[src/rtl/ccm_pkg.sv]
// Shared widths and types for the CCM line buffer.
// BUF_END is the first invalid address, held in pointer width so that range checks compare like with like.
package ccm_pkg;

    localparam int BIT_WIDTH = 8;
    localparam int BUF_WIDTH = 9;
    localparam int BUF_SIZE  = 257;

    typedef logic [BIT_WIDTH-1:0] data_t;
    typedef logic [BUF_WIDTH-1:0] ptr_t;

    localparam ptr_t BUF_END = ptr_t'(BUF_SIZE);

endpackage

[src/rtl/ccm_reg_cell.sv]
// One storage word of the line buffer: asynchronous clear, loads d on a write strobe.
module ccm_reg_cell
    import ccm_pkg::*;
(
    input  logic  clk,
    input  logic  rst_n,
    input  logic  wr_en,
    input  data_t d,
    output data_t q
);

    // An X strobe is not taken as true, so unknown pointers leave the cell untouched.
    always_ff @(posedge clk or negedge rst_n) begin
        if (!rst_n) begin
            q <= '0;
        end else if (wr_en) begin
            q <= d;
        end
    end

endmodule

[src/rtl/ccm_register_array.sv]
// 257 x 8 register-file line buffer: unconditional write at wr_ptr and a registered read at rd_ptr.
// Reads return the pre-write contents when both pointers hit the same entry on one edge.
module ccm_register_array
    import ccm_pkg::*;
(
    input  logic clk,
    input  logic rst_n,
    input  ptr_t rd_ptr,
    input  ptr_t wr_ptr,
    input  data_t data_in,
    output data_t data_out
);

    logic [BUF_SIZE-1:0] wr_strobe;
    data_t               mem [BUF_SIZE];

    // Only addresses 0..BUF_SIZE-1 have a decoder, so higher write addresses change nothing.
    for (genvar i = 0; i < BUF_SIZE; i++) begin : g_cell
        localparam ptr_t CELL_ADDR = ptr_t'(i);

        assign wr_strobe[i] = (wr_ptr == CELL_ADDR);

        ccm_reg_cell u_cell (
            .clk   (clk),
            .rst_n (rst_n),
            .wr_en (wr_strobe[i]),
            .d     (data_in),
            .q     (mem[i])
        );
    end

    // Out-of-range or unknown read addresses fall to the zero branch.
    always_ff @(posedge clk or negedge rst_n) begin
        if (!rst_n) begin
            data_out <= '0;
        end else if (rd_ptr < BUF_END) begin
            data_out <= mem[rd_ptr];
        end else begin
            data_out <= '0;
        end
    end

endmodule

[config.mk]
export PLATFORM = sky130hd
export DESIGN_NAME = ccm_register_array
export DESIGN_NICKNAME = d
export VERILOG_FILES = /design/src/rtl/ccm_pkg.sv /design/src/rtl/ccm_reg_cell.sv /design/src/rtl/ccm_register_array.sv
export SDC_FILE = /design/constraint.sdc
export NUM_CORES = 2
export LEC_CHECK = 0
export BUFFER_PORTS_ARGS = -buffer_cell sky130_fd_sc_hd__buf_4
export CAP_MARGIN = 30
export CORE_ASPECT_RATIO = 1.4
export CORE_MARGIN = 3
export CORE_UTILIZATION = 50
export CTS_BUF_LIST = sky130_fd_sc_hd__clkbuf_8
export DETAILED_ROUTE_END_ITERATION = 8
export PLACE_DENSITY_LB_ADDON = 0.08
export SLEW_MARGIN = 40
export SYNTH_ARGS = -nofsm -noshare
export SYNTH_HDL_FRONTEND = slang
export SYNTH_SLANG_ARGS = --single-unit
[constraint.sdc]
create_clock -name clk -period 2.52 [get_ports clk]
set_clock_uncertainty 0.05 [all_clocks]
set_input_delay 0 -clock clk [delete_from_list [all_inputs] [get_ports clk]]
set_output_delay 0 -clock clk [all_outputs]
set_load 0.02 [all_outputs]
# After elaboration in Yosys (flattened, before gate mapping)
# Cells that the tools add are included.
# W data, S select, Z words.
# totals
word_cells,522
reg_bits,2064
# classes
n_bitwise,1
order_cmp,2
mux,4
n_eq_ne,256
reduce_logical,1
# op_table
op,n
$eq A9 B8 Y1 const B,128
$eq A9 B7 Y1 const B,64
$eq A9 B6 Y1 const B,32
$eq A9 B5 Y1 const B,16
$bmux W8 S9,1
$eq A9 B4 Y1 const B,8
$eq A9 B3 Y1 const B,4
$mux W8,3
$eq A9 B2 Y1 const B,2
$ge A10 B10 Y1 const B,1
$not A9 Y10,1
$eq A9 B1 Y1 const B,1
$eq A9 B9 Y1 const B,1
$logic_not A9 Y1,1
$lt A9 B9 Y1 const B,1

# Depth between registers and ports, before layout
# logic_depth
ltp_word,5
depth_mapped,13

# By module
# Synthesis repeated with hierarchy kept, for this count alone.
# hier_totals
cells_unflattened,6196
hier_area_um2,104327.6
# modules_own_cells
module,cells_per_inst,area_each_um2,instances,seq_area_each_um2
ccm_reg_cell,17,331.6,257,200.2
ccm_register_array,1827,19114.6,1,200.2

# Least setup slack after synthesis
# OpenSTA, ideal clock, no wires.
# synth_path
path_type,input-to-reg
from,input port rd_ptr[0]
to,register data_out[7]
setup_time_ps,126
path_slack_ps,363
path_buffers,3
t_arrival_ps,1981
cell_stages,9
path_cell_list,buf_6 -> buf_6 -> buf_2 -> mux4_2 -> a22oi_1 -> a21oi_1 -> a2111oi_0 -> nor3_1 -> o32a_1
# synth_between
elab_chain_len,5
# synth_lines
item,line_no,rtl
"start, declared",ccm_register_array.sv:8,"input ptr_t rd_ptr,"
$not A9 Y10 (not written as such),ccm_register_array.sv:37,data_out <= mem[rd_ptr];
$bmux W8 S9,ccm_register_array.sv:37,
$mux W8 (not written as such) (2 in a row),ccm_register_array.sv:37,
$mux W8 (*),ccm_register_array.sv:36,end else if (rd_ptr < BUF_END) begin
"end signal, assigned",ccm_register_array.sv:37,
"end, declared",ccm_register_array.sv:11,output data_t data_out
# Every way passes the cells marked *; elsewhere a longest branch is shown, timed or not. The select of a mux whose other input is x is not followed.
# A chain may end at the register's enable or synchronous reset.

# Worst setup path in the final report
# layout_path
from,input port rd_ptr[8]
to,register data_out[1]
# The elaborated chain is that of the path after synthesis.

==> results summary <==
The flow ran to the end, and the final reports show no timing, DRC or antenna violations. The number of synthesis warnings came out at 0. The H-tree depth reported by CTS came out at 5. The detailed-placement wirelength estimate came out at roughly 190000 microns. The DRC violations left came out at 0. IR analysis of the VDD net gives a maximum drop of approximately 360 uV.

The number of buffer cells added on primary ports is 35. The final critical-path share of the clock period came out at 0.998. The share of total power dissipated in the clock network is 0.401. The average vias per placed instance came out at 6.16. The synthesized netlist occupies a cell area of 0.0947 sq mm. The flip-flop and latch count after synthesis is 2064. The synthesized instance count is approximately 6000. The worst reg2reg path endpoint is data_out[3].

The xor-xnor portion of the synthesized cell area came out at 0. The share of Yosys cell area claimed by the top area cell type came out at 0.546. The total number of vias came out at slightly below 60000. Measured against its own limit, the worst slew margin works out to 0.422. The number of max-capacitance violations reported came out at 0.

The wire length of the first global-routing pass is roughly 430000 microns. The leakage power is approximately 53 nW. The number of clock sinks came out at 2064. The number of nets handed over by synthesis was just over 6000. The most used flip-flop cell after synthesis is sky130_fd_sc_hd__dfrtp_1. Static timing analysis puts the maximum clock frequency at about 0.40 GHz. The worst path required time came out at 3.28 ns. For this run, the register share of the synthesized area comes to 0.546. The final estimated routing congestion in global placement is 0.866. After layout, the worst setup slack is around 0.0048 ns. The share of final-layout standard cells stronger than drive strength 1 is 0.524. The worst setup path is of the in2reg kind. The switching power summed over all nets is approximately 18 mW. The worst setup timing slack at the placement stage is -0.839 ns. In the synthesized netlist the async set-or-reset flop fraction comes to 1.00. After layout, the minimum clock period comes to between 2 and 3 ns. The total CTS buffers is around 330. The worst setup path is launched from an input pin.

The detailed-routing iteration count for the pre-antenna-repair pass is 6. The critical path ends at data_out[1]. In the final design database the tool counted approximately 6800 nets. The number of global-route vias before repair came out at 62400. After synthesis, the cell types taking the most area are sky130_fd_sc_hd__dfrtp_1 (55%), sky130_fd_sc_hd__mux2_2 (23%), sky130_fd_sc_hd__mux4_2 (12%). The initial antenna violation count is 15. The cell sitting at the root of the clock tree is a sky130_fd_sc_hd__clkbuf_8.

The multiplexer share of the synthesized area is 0.382. By area, the combinational part of the netlist is dominated by multiplexers. The unique cell type count in the Yosys netlist came out at 68. Setup repair after global routing could not meet its margin everywhere. In this run the register-to-register setup slack is ~0.01 ns.

The die outline height came out at 521 microns. The average wire length per cell after detail routing came out at approximately 31 microns. The source-to-sink clock delay at the later pin of the worst-skew pair came out at 0.97 ns. The cell internal power dissipation is roughly 53 mW.

The area of the die is 0.195 sq mm. The share of synthesized cell area in and, or, nand and nor gates is 0.0278. The register clock-pin slew on the reported worst setup and hold paths came out at 0.06 ns.

In this run, synthesis inferred 0 flip-flops with an integrated enable. The most critical setup path has its startpoint at rd_ptr[8]. The area fraction in compound gates after synthesis was 0.0194. The switching share of power came out at 0.254.

The max-slew violation count is 0. The final setup violation count is 0. The cell area power density came out at 651 mW/mm^2. The longest clock path from root to sink contains 4 buffers. The arrival time reported for the critical path endpoint came out at 3.28 ns. The startpoint identified for the worst register-to-register timing path is g_cell[147].u_cell.q[3].

The adder-cell share of the synthesized area is 0. Of the total power, combinational logic draws 0.099. The number of failing hold endpoints at the final stage came out at 0.

The count of pins on the block boundary is 36. The part of the total power dissipated in sequential elements came out at 0.500. The total wire length came out at a little under 300000 microns. The total global routing overflow came out at 0. The post-synthesis area per instance is 15.4 sq um. The count of routing violations after the opening detailed-route iteration came out at 4295.

The die width came out at 374 microns. Of all cell types, the one taking the most synthesized area is sky130_fd_sc_hd__dfrtp_1. The type of the worst min-delay path is in2reg.

At the pin with the least slew margin, the transition time is approximately 0.87 ns. Along the worst path, the maximum fanout reaches 12. The maximum number of pins on one net before global-route repair is roughly 120. The number of cells on the worst reg-to-reg path is 7. The post-route antenna net violation count came out at 0. The area inside the core boundary is 0.188 sq mm. The type of element capturing the critical path is a flop.

The post-synthesis to final-layout area growth came out at 15.3%. TritonCTS built the clock tree. The row count came out at 188. The worst-case hold slack is 0.130 ns. The effective utilization at floorplan is 0.504. The total global-route track usage is 0.300.
-- cell usage in the layout, fill, tap and decap left out, types with 5 or more instances in the layout --
master / instances
sky130_fd_sc_hd__inv_1: 118
sky130_fd_sc_hd__diode_2: 7
sky130_fd_sc_hd__o211ai_1: 8
sky130_fd_sc_hd__buf_8: 6
sky130_fd_sc_hd__nor3_1: 14
sky130_fd_sc_hd__nor3_2: 5
sky130_fd_sc_hd__a221oi_1: 22
sky130_fd_sc_hd__o22ai_1: 25
sky130_fd_sc_hd__mux2i_1: 175
sky130_fd_sc_hd__nand2b_1: 15
sky130_fd_sc_hd__buf_4: 549
sky130_fd_sc_hd__o21ai_0: 24
sky130_fd_sc_hd__dfrtp_1: 2064
sky130_fd_sc_hd__and3_1: 10
sky130_fd_sc_hd__nand4_1: 6
sky130_fd_sc_hd__mux2_2: 1973
sky130_fd_sc_hd__a31oi_1: 17
sky130_fd_sc_hd__nor2b_1: 17
sky130_fd_sc_hd__dlygate4sd3_1: 31
sky130_fd_sc_hd__o221ai_1: 19
sky130_fd_sc_hd__mux2_1: 105
sky130_fd_sc_hd__a21oi_1: 51
sky130_fd_sc_hd__nand2_1: 328
sky130_fd_sc_hd__o21ai_1: 12
sky130_fd_sc_hd__a221oi_2: 5
sky130_fd_sc_hd__clkbuf_8: 415
sky130_fd_sc_hd__a22oi_1: 25
sky130_fd_sc_hd__nor2_1: 126
sky130_fd_sc_hd__nor2_4: 9
sky130_fd_sc_hd__a211oi_1: 7
sky130_fd_sc_hd__mux4_2: 487
sky130_fd_sc_hd__clkinv_2: 24
sky130_fd_sc_hd__nand3_1: 42
sky130_fd_sc_hd__buf_12: 120
-- power by group through the flow --
| stage | Sequential, mW | Combinational (mW) | Clock [mW] |
|---|---|---|---|
| floorplan | 35.8 | 3.85 | 0 |
| CTS | 35.5 | 7.05 | 29.1 |
| detailed placement | 36.1 | 6.97 | 0 |
| global route | 35.7 | 7.45 | 30.6 |
| finish | 35.5 | 7.00 | 28.5 |
| global placement | 36.0 | 6.84 | 0 |
-- synth_stat cells (3+ instances only) --
library cell,n
sky130_fd_sc_hd__mux2i_1,176
sky130_fd_sc_hd__buf_12,9
sky130_fd_sc_hd__buf_4,14
sky130_fd_sc_hd__and2_1,4
sky130_fd_sc_hd__dfrtp_1,2064
sky130_fd_sc_hd__buf_6,32
sky130_fd_sc_hd__clkbuf_1,312
sky130_fd_sc_hd__nand2b_1,16
sky130_fd_sc_hd__mux4_2,487
sky130_fd_sc_hd__or3_1,4
sky130_fd_sc_hd__a32oi_1,3
sky130_fd_sc_hd__buf_8,13
sky130_fd_sc_hd__a21oi_1,51
sky130_fd_sc_hd__nor2b_1,20
sky130_fd_sc_hd__nand4_1,6
sky130_fd_sc_hd__o21ai_1,9
sky130_fd_sc_hd__o211ai_1,8
sky130_fd_sc_hd__nand2_1,329
sky130_fd_sc_hd__a221oi_1,25
sky130_fd_sc_hd__nand3_1,43
sky130_fd_sc_hd__or2_1,4
sky130_fd_sc_hd__nor3_1,18
sky130_fd_sc_hd__buf_2,59
sky130_fd_sc_hd__o21a_1,3
sky130_fd_sc_hd__a22oi_1,26
sky130_fd_sc_hd__inv_2,3
sky130_fd_sc_hd__a211oi_1,8
sky130_fd_sc_hd__o22ai_1,25
sky130_fd_sc_hd__a221o_1,3
sky130_fd_sc_hd__o32a_1,3
sky130_fd_sc_hd__o311ai_0,3
sky130_fd_sc_hd__a311oi_1,3
sky130_fd_sc_hd__a31oi_1,20
sky130_fd_sc_hd__o221ai_1,19
sky130_fd_sc_hd__nor4_1,6
sky130_fd_sc_hd__nor3_2,3
sky130_fd_sc_hd__buf_1,24
sky130_fd_sc_hd__and3_1,10
sky130_fd_sc_hd__o21ai_0,28
sky130_fd_sc_hd__a2111oi_0,5
sky130_fd_sc_hd__nor2_1,139
sky130_fd_sc_hd__mux2_1,105
sky130_fd_sc_hd__mux2_2,1973
-- state kept, by name, indices dropped and copies added, names as in the netlist --
| name | cells |
|---|---|
| data_out | 8 |
| g_cell.u_cell.q | 2056 |
-- how the worst min path moves through the flow --
stage,depth (start not counted),to,from
detailed placement,1,g_cell[108].u_cell.q[0],rst_n
global route,6,data_out[0],rd_ptr[3]
global placement,1,g_cell[108].u_cell.q[0],rst_n
floorplan,0,data_out[0],rst_n
CTS,6,data_out[0],rd_ptr[3]
finish,6,data_out[0],rd_ptr[3]
-- final cells by class --
cell class | count | area, sq um
Timing Repair Buffer | 716 | 7090
Clock buffer | 411 | 5660
Antenna cell | 7 | 17.5
Sequential cell | 2064 | 51600
Clock inverter | 152 | 739
Tap cell | 2470 | 3090
Fill cell | 15000 | 78600
Inverter | 5 | 26.3
Multi-Input combinational cell | 3616 | 40900
-- worst max-delay path, stage by stage --
cell,delay [ns]
sky130_fd_sc_hd__dlygate4sd3_1,0.54
sky130_fd_sc_hd__dlygate4sd3_1,0.57
sky130_fd_sc_hd__buf_4,0.23
sky130_fd_sc_hd__nor4b_2,0.19
sky130_fd_sc_hd__dlygate4sd3_1,0.57
sky130_fd_sc_hd__buf_6,0.17
sky130_fd_sc_hd__a211oi_1,0.24
sky130_fd_sc_hd__o21ai_0,0.22
sky130_fd_sc_hd__a221oi_1,0.28
sky130_fd_sc_hd__buf_4,0.19
sky130_fd_sc_hd__a221oi_2,0.05
-- what timing repair did --
item / 4_1_cts / 5_1_grt
resized for setup: 15 / 13
pin swaps: 0 / 6
hold endpoints to repair: 3787 / 0
hold buffers: 32 / 0
endpoints found under the setup margin: 6 / 7
buffers inserted: 0 / 1
cloned: 0 / 0
-- cell families after synthesis --
logic type      after synthesis
flops                      2064
simple gates                613
mux                        2741
compound gates              262
buf+inv                     468
-- layer usage --
metal / wire (microns) / part of all wire / track usage
met5: 14 / 0.000048 / 0
met2: 141000 / 0.49 / 0.495
met4: 12200 / 0.042 / 0.117
met3: 16400 / 0.057 / 0.0467
met1: 120000 / 0.41 / 0.403
-- metrics by stage --
step	utilization	total power, mW	cell area, sq um	setup TNS, ns	instances
2_1_floorplan	-	39.7	94700	0	6148
3_3_place_gp	0.545	42.9	102000	-11.02	8839
3_5_place_dp	0.545	43.1	102000	-4.42	8840
4_1_cts	0.581	71.7	109000	0	9435
5_1_grt	0.581	73.7	109000	-0.0311	9439
6_report	0.581	71.0	109000	0	9441
Power figures use the tool's default switching activity.
